**config.mk**
```make
export PLATFORM = sky130hd
export DESIGN_NAME = cpu_step_ctrl
export DESIGN_NICKNAME = d
export VERILOG_FILES = /design/src/rtl/cpu_step_ctrl.sv
export SDC_FILE = /design/constraint.sdc
export NUM_CORES = 1
export LEC_CHECK = 0
export CAP_MARGIN = 30
export CORE_ASPECT_RATIO = 0.6
export CORE_MARGIN = 1
export CORE_UTILIZATION = 28
export DETAILED_ROUTE_END_ITERATION = 16
export MAX_ROUTING_LAYER = met4
export PLACE_DENSITY = 0.42
export SKIP_CTS_REPAIR_TIMING = 1
export SLEW_MARGIN = 5
export SYNTH_ARGS = -nofsm -noshare
export SYNTH_HDL_FRONTEND = slang
export SYNTH_HIERARCHICAL = 1
export SYNTH_SLANG_ARGS = --single-unit
```
**constraint.sdc**
```tcl
create_clock -name CLK100MHZ -period 2.6 [get_ports CLK100MHZ]
set_input_delay 0.65 -clock CLK100MHZ [delete_from_list [all_inputs] [get_ports CLK100MHZ]]
set_output_delay 0.65 -clock CLK100MHZ [all_outputs]
set_load 0.02 [all_outputs]
```
**src/rtl/cpu_step_ctrl.sv**
```systemverilog
// rtl/cpu_step_ctrl.sv - run/pause/single-step clock-enable controller for a soft CPU core

// Two-flop synchronizer followed by a level debouncer
module cpu_step_debounce #(
   parameter int DEB_CYCLES = 1000000
) (
   input  logic clk,
   input  logic rst_n,
   input  logic din,
   output logic dout
);
   localparam int CW = $clog2(DEB_CYCLES + 1);

   logic [1:0]    sync;
   logic [CW-1:0] cnt;

   // bring the asynchronous input into the clock domain
   always_ff @(posedge clk or negedge rst_n) begin
      if (!rst_n) sync <= '0;
      else        sync <= {sync[0], din};
   end

   // accept a new level only after DEB_CYCLES consecutive samples that differ from the current one
   always_ff @(posedge clk or negedge rst_n) begin
      if (!rst_n) begin
         cnt  <= '0;
         dout <= 1'b0;
      end else if (sync[1] == dout) begin
         cnt <= '0;
      end else if (cnt == CW'(DEB_CYCLES - 1)) begin
         dout <= sync[1];
         cnt  <= '0;
      end else begin
         cnt <= cnt + CW'(1);
      end
   end
endmodule

// Step / run / halt sequencer producing the core clock enable and reset
module cpu_step_ctrl #(
   parameter int DEB_CYCLES = 1000000,
   parameter int BASE_DIV   = 100000000,
   parameter int RST_HOLD   = 16
) (
   input  logic        CLK100MHZ,
   input  logic        CPU_RESETN,
   input  logic        run_sw,
   input  logic        step_btn,
   input  logic [1:0]  speed_sel,
   input  logic        halt_req,
   output logic        cpu_ce,
   output logic        cpu_rst,
   output logic [1:0]  mode,
   output logic [15:0] step_cnt,
   output logic        beat
);
   localparam int DIV_MID  = (BASE_DIV / 10  > 0) ? BASE_DIV / 10  : 1;
   localparam int DIV_FAST = (BASE_DIV / 100 > 0) ? BASE_DIV / 100 : 1;
   localparam int DW       = $clog2(BASE_DIV + 1);
   localparam int HW       = $clog2(RST_HOLD + 1);

   typedef enum logic [1:0] {
      S_HOLD  = 2'b00,
      S_PAUSE = 2'b01,
      S_RUN   = 2'b10,
      S_HALT  = 2'b11
   } state_t;

   state_t        state;
   logic [1:0]    rel_q;
   logic [HW-1:0] hold_cnt;
   logic [DW-1:0] div_cnt;
   logic [DW-1:0] div_max;
   logic [1:0]    spd_q;
   logic          run_deb;
   logic          step_deb;
   logic          step_prev;
   logic          step_evt;
   logic          spd_chg;

   cpu_step_debounce #(.DEB_CYCLES(DEB_CYCLES)) u_run_deb (
      .clk   (CLK100MHZ),
      .rst_n (CPU_RESETN),
      .din   (run_sw),
      .dout  (run_deb)
   );

   cpu_step_debounce #(.DEB_CYCLES(DEB_CYCLES)) u_step_deb (
      .clk   (CLK100MHZ),
      .rst_n (CPU_RESETN),
      .din   (step_btn),
      .dout  (step_deb)
   );

   assign step_evt = step_deb & ~step_prev;
   assign spd_chg  = (speed_sel != spd_q);
   assign mode     = state;

   // terminal divider count for the selected run rate; 0 means a pulse every cycle
   always_comb begin
      div_max = '0;
      case (speed_sel)
         2'b00:   div_max = DW'(BASE_DIV - 1);
         2'b01:   div_max = DW'(DIV_MID - 1);
         2'b10:   div_max = DW'(DIV_FAST - 1);
         default: div_max = '0;
      endcase
   end

   // reset-release synchronizer, step edge history, speed history, pulse counter and beat LED
   always_ff @(posedge CLK100MHZ or negedge CPU_RESETN) begin
      if (!CPU_RESETN) begin
         rel_q     <= '0;
         step_prev <= 1'b0;
         spd_q     <= '0;
         step_cnt  <= '0;
         beat      <= 1'b0;
      end else begin
         rel_q     <= {rel_q[0], 1'b1};
         step_prev <= step_deb;
         spd_q     <= speed_sel;
         if (cpu_ce) begin
            step_cnt <= step_cnt + 16'd1;
            beat     <= ~beat;
         end
      end
   end

   // main sequencer; cpu_ce defaults low so every pulse is exactly one cycle wide
   always_ff @(posedge CLK100MHZ or negedge CPU_RESETN) begin
      if (!CPU_RESETN) begin
         state    <= S_HOLD;
         hold_cnt <= '0;
         div_cnt  <= '0;
         cpu_ce   <= 1'b0;
         cpu_rst  <= 1'b1;
      end else begin
         cpu_ce <= 1'b0;
         case (state)
            S_HOLD: begin
               cpu_rst <= 1'b1;
               if (rel_q[1]) begin
                  if (hold_cnt == HW'(RST_HOLD - 1)) begin
                     cpu_rst <= 1'b0;
                     div_cnt <= '0;
                     state   <= run_deb ? S_RUN : S_PAUSE;
                  end else begin
                     hold_cnt <= hold_cnt + HW'(1);
                  end
               end
            end
            S_PAUSE: begin
               if (halt_req) begin
                  state <= S_HALT;
               end else if (run_deb) begin
                  state   <= S_RUN;
                  div_cnt <= '0;
               end else if (step_evt) begin
                  cpu_ce <= 1'b1;
               end
            end
            S_RUN: begin
               if (halt_req) begin
                  state <= S_HALT;
               end else if (!run_deb) begin
                  state <= S_PAUSE;
               end else if (spd_chg) begin
                  div_cnt <= '0;
               end else if (div_cnt >= div_max) begin
                  div_cnt <= '0;
                  cpu_ce  <= 1'b1;
               end else begin
                  div_cnt <= div_cnt + DW'(1);
               end
            end
            S_HALT: begin
               if (step_evt && !run_deb) state <= S_PAUSE;
            end
            default: state <= S_HOLD;
         endcase
      end
   end
endmodule

```
Word level (Yosys, flattened, before mapping)
Cells that the tools add are included.

word-level totals
  register bits after elaboration = 104
  output and inout bits = 21

cells by class
  bitwise gates (word level) = 6
  add/sub/neg operators = 5
  order comparisons = 1
  reductions and logical operators = 10
  eq/ne operators = 20
  multiplexer cells = 33

operator list
  kind                     number
  $mux W27                 8
  $pmux W27 S3             2
  $mux W20                 4
  $add A20 B1 Y20 const B  2
  $eq A20 B20 Y1 const B   2
  $add A27 B1 Y27 const B  1
  $ge A27 B27 Y1           1
  $add A16 B1 Y16 const B  1
  $mux W2                  8
  $ne A2 B2 Y1 const B     5
  $mux W1                  9
  $pmux W2 S4              1
  $reduce_and A7 Y1        1
  $eq A2 B2 Y1 const B     3
  $add A5 B1 Y5 const B    1
  $eq A5 B4 Y1 const B     1
  $not A1 Y1               5
  $reduce_and A5 Y1        1
  $eq A2 B1 Y1 const B     2
  $logic_not A2 Y1         2
  $ne A2 B1 Y1 const B     2
  $reduce_and A2 Y1        2
  $ne A3 B2 Y1 const B     1
  $ne A3 B3 Y1 const B     1
  other kinds (8)          9

Longest topological paths before layout
  word-level depth = 8
  mapped depth = 12

Modules after synthesis
The synthesis kept the hierarchy.

by module, submodules not included
  module             area each (µm²)  times used  cells an instance
  cpu_step_ctrl      3,499.6          1           369
  cpu_step_debounce  1,114.8          2           108

Least setup slack after synthesis
No wires, ideal clock.

  path kind = in2reg
  start point = input port speed_sel[0]
  end point = register div_cnt[12]
  arrival time = 2,816 ps
  stages on the path = 11
  path buffers = 1
  required time = 2,496 ps
  path slack = -319 ps
  cells stage by stage = inv_1 > ha_1 > inv_1 > ha_1 > a211o_1 > a221oi_2 > o211ai_1 > a31oi_4 > nand3_2 > buf_2 > o41ai_2

between the ends
  cells in the longest elaborated chain, start to end = 8

RTL lines
  item                                  RTL line  source
  from (decl)                           49        input logic [1:0] speed_sel,
  $eq A2 B2 Y1 (tied with other cells)  102       case (speed_sel)
  $pmux W27 S3                          102
  $ge A27 B27 Y1                        169       end else if (div_cnt >= div_max) begin
  $mux W27                              169
  $mux W27 (*)                          167       end else if (spd_chg) begin
  $mux W27 (*)                          165       end else if (!run_deb) begin
  $mux W27 (*)                          163       if (halt_req) begin
  $pmux W27 S3 (*)                      139       case (state)
  to (signal assigned)                  173       div_cnt <= div_cnt + DW'(1);
  to (decl)                             72        logic [DW-1:0] div_cnt;

Every way passes the cells marked *; elsewhere a longest branch is shown, timed or not. The select of a mux whose other input is x is not followed.
A chain may end at the register's enable or synchronous reset.

Worst setup path after layout
  start point = input port speed_sel[1]
  end point = register div_cnt[9]

The elaborated chain is that of the path after synthesis.

==> results.toml <==
[critical_path]
cp.required_ns = 2.86
cp_max_fo = 8
critPathKind = "in -> reg"
cp_num_buf_inv = 4
end_kind = "register"
start_kind = "input port"
critPathTopFamily = "compound AO/OA/AOI/OAI gates"
cpPeakStageDelay_ns = 0.25
worst_ep_arrival_time_ns = 3.03
crit_chain = "buf_6 > buf_8 > buf_6 > ha_4 > nor2_4 > ha_4 > a21oi_2 > o21ai_2 > a221oi_2 > o211ai_1 > a31oi_4 > nand3_4 > buf_12 > o311ai_4"
critPathSlowestCell = "o311ai_4"

[routing]
via_per_inst = 4.91
wl_per_cell_um = 15.3
routed_wl_um = 14200
initialDrtViolationCount = 305
drc = 0
drt_pre_antenna_iters = 4
ant_nets = 0
num_vias = 4562

[finish]
diodes = 0
final_common_cell = "dfrtp_1"
area_delta_synth_final_pct = 28.2
final_cell_mix = "dfrtp_1 (103), nand2_1 (62), nor2_1 (51)"
drive_gt1_share_pct = 18.0
postLayoutCoreUtil_pct = 36.7
fin_area_um2 = 7350
nets = 692

[placed_design]
port-buffer-count = 27
hpwl_um = 10100
place.gp.congestion = 0.768
placed_area_um2 = 6680

[yosys]
synth_edf_count = 0
async_flop_share_pct = 100
synth-seq-cells = 104
synth_flop_cell = "dfrtp_1"
syn-cell-area_um2 = 5730
yosysSeqAreaShare_pct = 45.4
synth.avg_cell_area_um2 = 9.79
ys_warn_count = 6
synthDistinctLibCells = 59
yosys.area.top_type = "dfrtp_1"
ys_top_cells_by_area = "dfrtp_1 (45%), ha_1 (7.4%), xnor2_1 (5.7%)"
synth_top_area_share_pct = 45.0
synth_cells = 585
synth_fp_nets = 626

[global_route]
grt_pass1_wl_um = 23400
grt_usage_pct = 14.4
antenna_found_initial = 0
grt_max_degree = 34
grt-ovfl-total = 0
first_global_vias = 4398

[pwr]
p_int_w = 0.00274
max-vdd-ir-drop_mv = 0.316
p_comb_share_pct = 20.3
powerDensity_nw_per_um2 = 529
switching_share_pct = 29.6
report.power.total_w = 0.00389
p_leak_nw = 3.00
seqPwrFrac_pct = 45.6
clockPowerShare_pct = 34.1
power.switching_w = 0.00115

[clock_tree]
root_buffer = "clkbuf_16"
clk_pin_slew_ns = 0.07
cts_buffer_depth = 2
htreeDepth = 3
clock_latency_ns = 0.35
cts_tree = "yes"
cts.sinks = 104
cts_buffers = 9

[floorplanning]
rows = 40
dieArea_um2 = 21100
ios = 28
die_y_um = 113
fp.dieW_um = 187
initial_core_util_pct = 28.6
core_um2 = 20000

[outcome]
outcome = "finished, violations left"
violations = "setup timing"

[timing]
worst-slew-pin-transition_ns = 0.532
relSlewSlack_pct = 64.2
min_period_over_period_pct = 107
fmax_mhz = 360
period_needed_ns = 2.77
setup_ws_ns = -0.175
rsz0062_at_grt = "true"
finalHoldViolCount = 0
finalSetupViolCount = 26
fin_skew_ns = 0.00630
slew_violations = 0

[min_path]
holdCritPathClass = "in -> async"

[run]
drv_cap = 0
## layer usage
| layer | vias up | GRT usage [%] | wire length (µm) |
|---|---|---|---|
| met4 | 0 | 3.72 | 51 |
| met5 | - | - | 0 |
| met1 | 2241 | 21.1 | 7870 |
| met2 | 67 | 18.9 | 5720 |
| met3 | 5 | 4.19 | 557 |
| li1 | 2249 | - | - |
## cell usage after synthesis (all sizes together) (11+ instances only)
| cell type | instances |
|---|---|
| a21oi | 15 |
| a31oi | 11 |
| dfrtp | 103 |
| ha | 34 |
| inv | 31 |
| nand2 | 62 |
| nand3 | 34 |
| nand4 | 29 |
| nor2 | 53 |
| nor3 | 14 |
| nor4 | 12 |
| o21ai | 15 |
| xnor2 | 37 |
| xor2 | 16 |
## cell type report
cell class / count / area (µm²)
fill: 1992 / 12700
multi-input combinational: 434 / 3290
sequential: 104 / 2600
timing repair buffer: 71 / 679
tap: 273 / 342
clock buffer: 12 / 256
inverter: 31 / 146
clock inverter: 4 / 27.5
## kinds of logic (layout without fill, tap and decap cells)
logic type	count (synthesis)	count (layout)	synth area share, %
and+or+nand+nor	251	251	23.2
DFF	104	104	45.4
AOI/OAI and AO/OA	85	85	10.7
xor gates and xnor gates	53	53	8.10
buffers and inverters	47	118	3.23
adders and majority gates	34	34	7.43
muxes	10	10	1.83
other	1	1	0.0655
## worst paths after layout
kind | start | endpoint | slack [ns] | depth (start not counted)
max in group asynchronous | CPU_RESETN | cpu_rst$_DFFE_PN1P_ | 1.72 | 2
min reg2reg | rel_q[0]$_DFF_PN0_ | rel_q[1]$_DFF_PN0_ | 0.35 | 0
max reg2reg | div_cnt[1]$_DFFE_PN0P_ | div_cnt[24]$_DFFE_PN0P_ | -0.02 | 8
min in group CLK100MHZ | rel_q[0]$_DFF_PN0_ | rel_q[1]$_DFF_PN0_ | 0.35 | 0
min | CPU_RESETN | u_step_deb/cnt[12]$_DFF_PN0_ | 0.26 | 1
max | speed_sel[1] | div_cnt[9]$_DFFE_PN0P_ | -0.17 | 14
## flip-flops by register name, summed over array words and instances (netlist names), 2 cells and up
name and cells:
spd_q 2, rel_q 2, u_step_deb/sync 2, hold_cnt 5, step_cnt 16, u_run_deb/cnt 20, div_cnt 27, u_step_deb/cnt 20
u_run_deb/sync 2, mode 2
## metrics by stage
step                hold WS, ns  setup WS (ns)  std cells  TNS, ns
finish                    0.259         -0.175        929    -2.46
global route              0.279         -0.326        929    -6.43
CTS                       0.260         -0.519        924   -12.29
detailed placement        0.337         -0.902        908   -22.68
global placement          0.336         -0.865        908   -21.38
floorplan                 0.331        -0.0463        585   -0.135
## power by group through the flow
stage	clock network (W)	registers, W	logic, W
global placement	0	0.00181	0.000738
floorplan	0	0.00181	0.000431
CTS	0.00139	0.00177	0.000760
detailed placement	0	0.00181	0.000756
finish	0.00133	0.00177	0.000789
global route	0.00145	0.00179	0.000880
No activity file was read; power rests on OpenSTA's default activity.
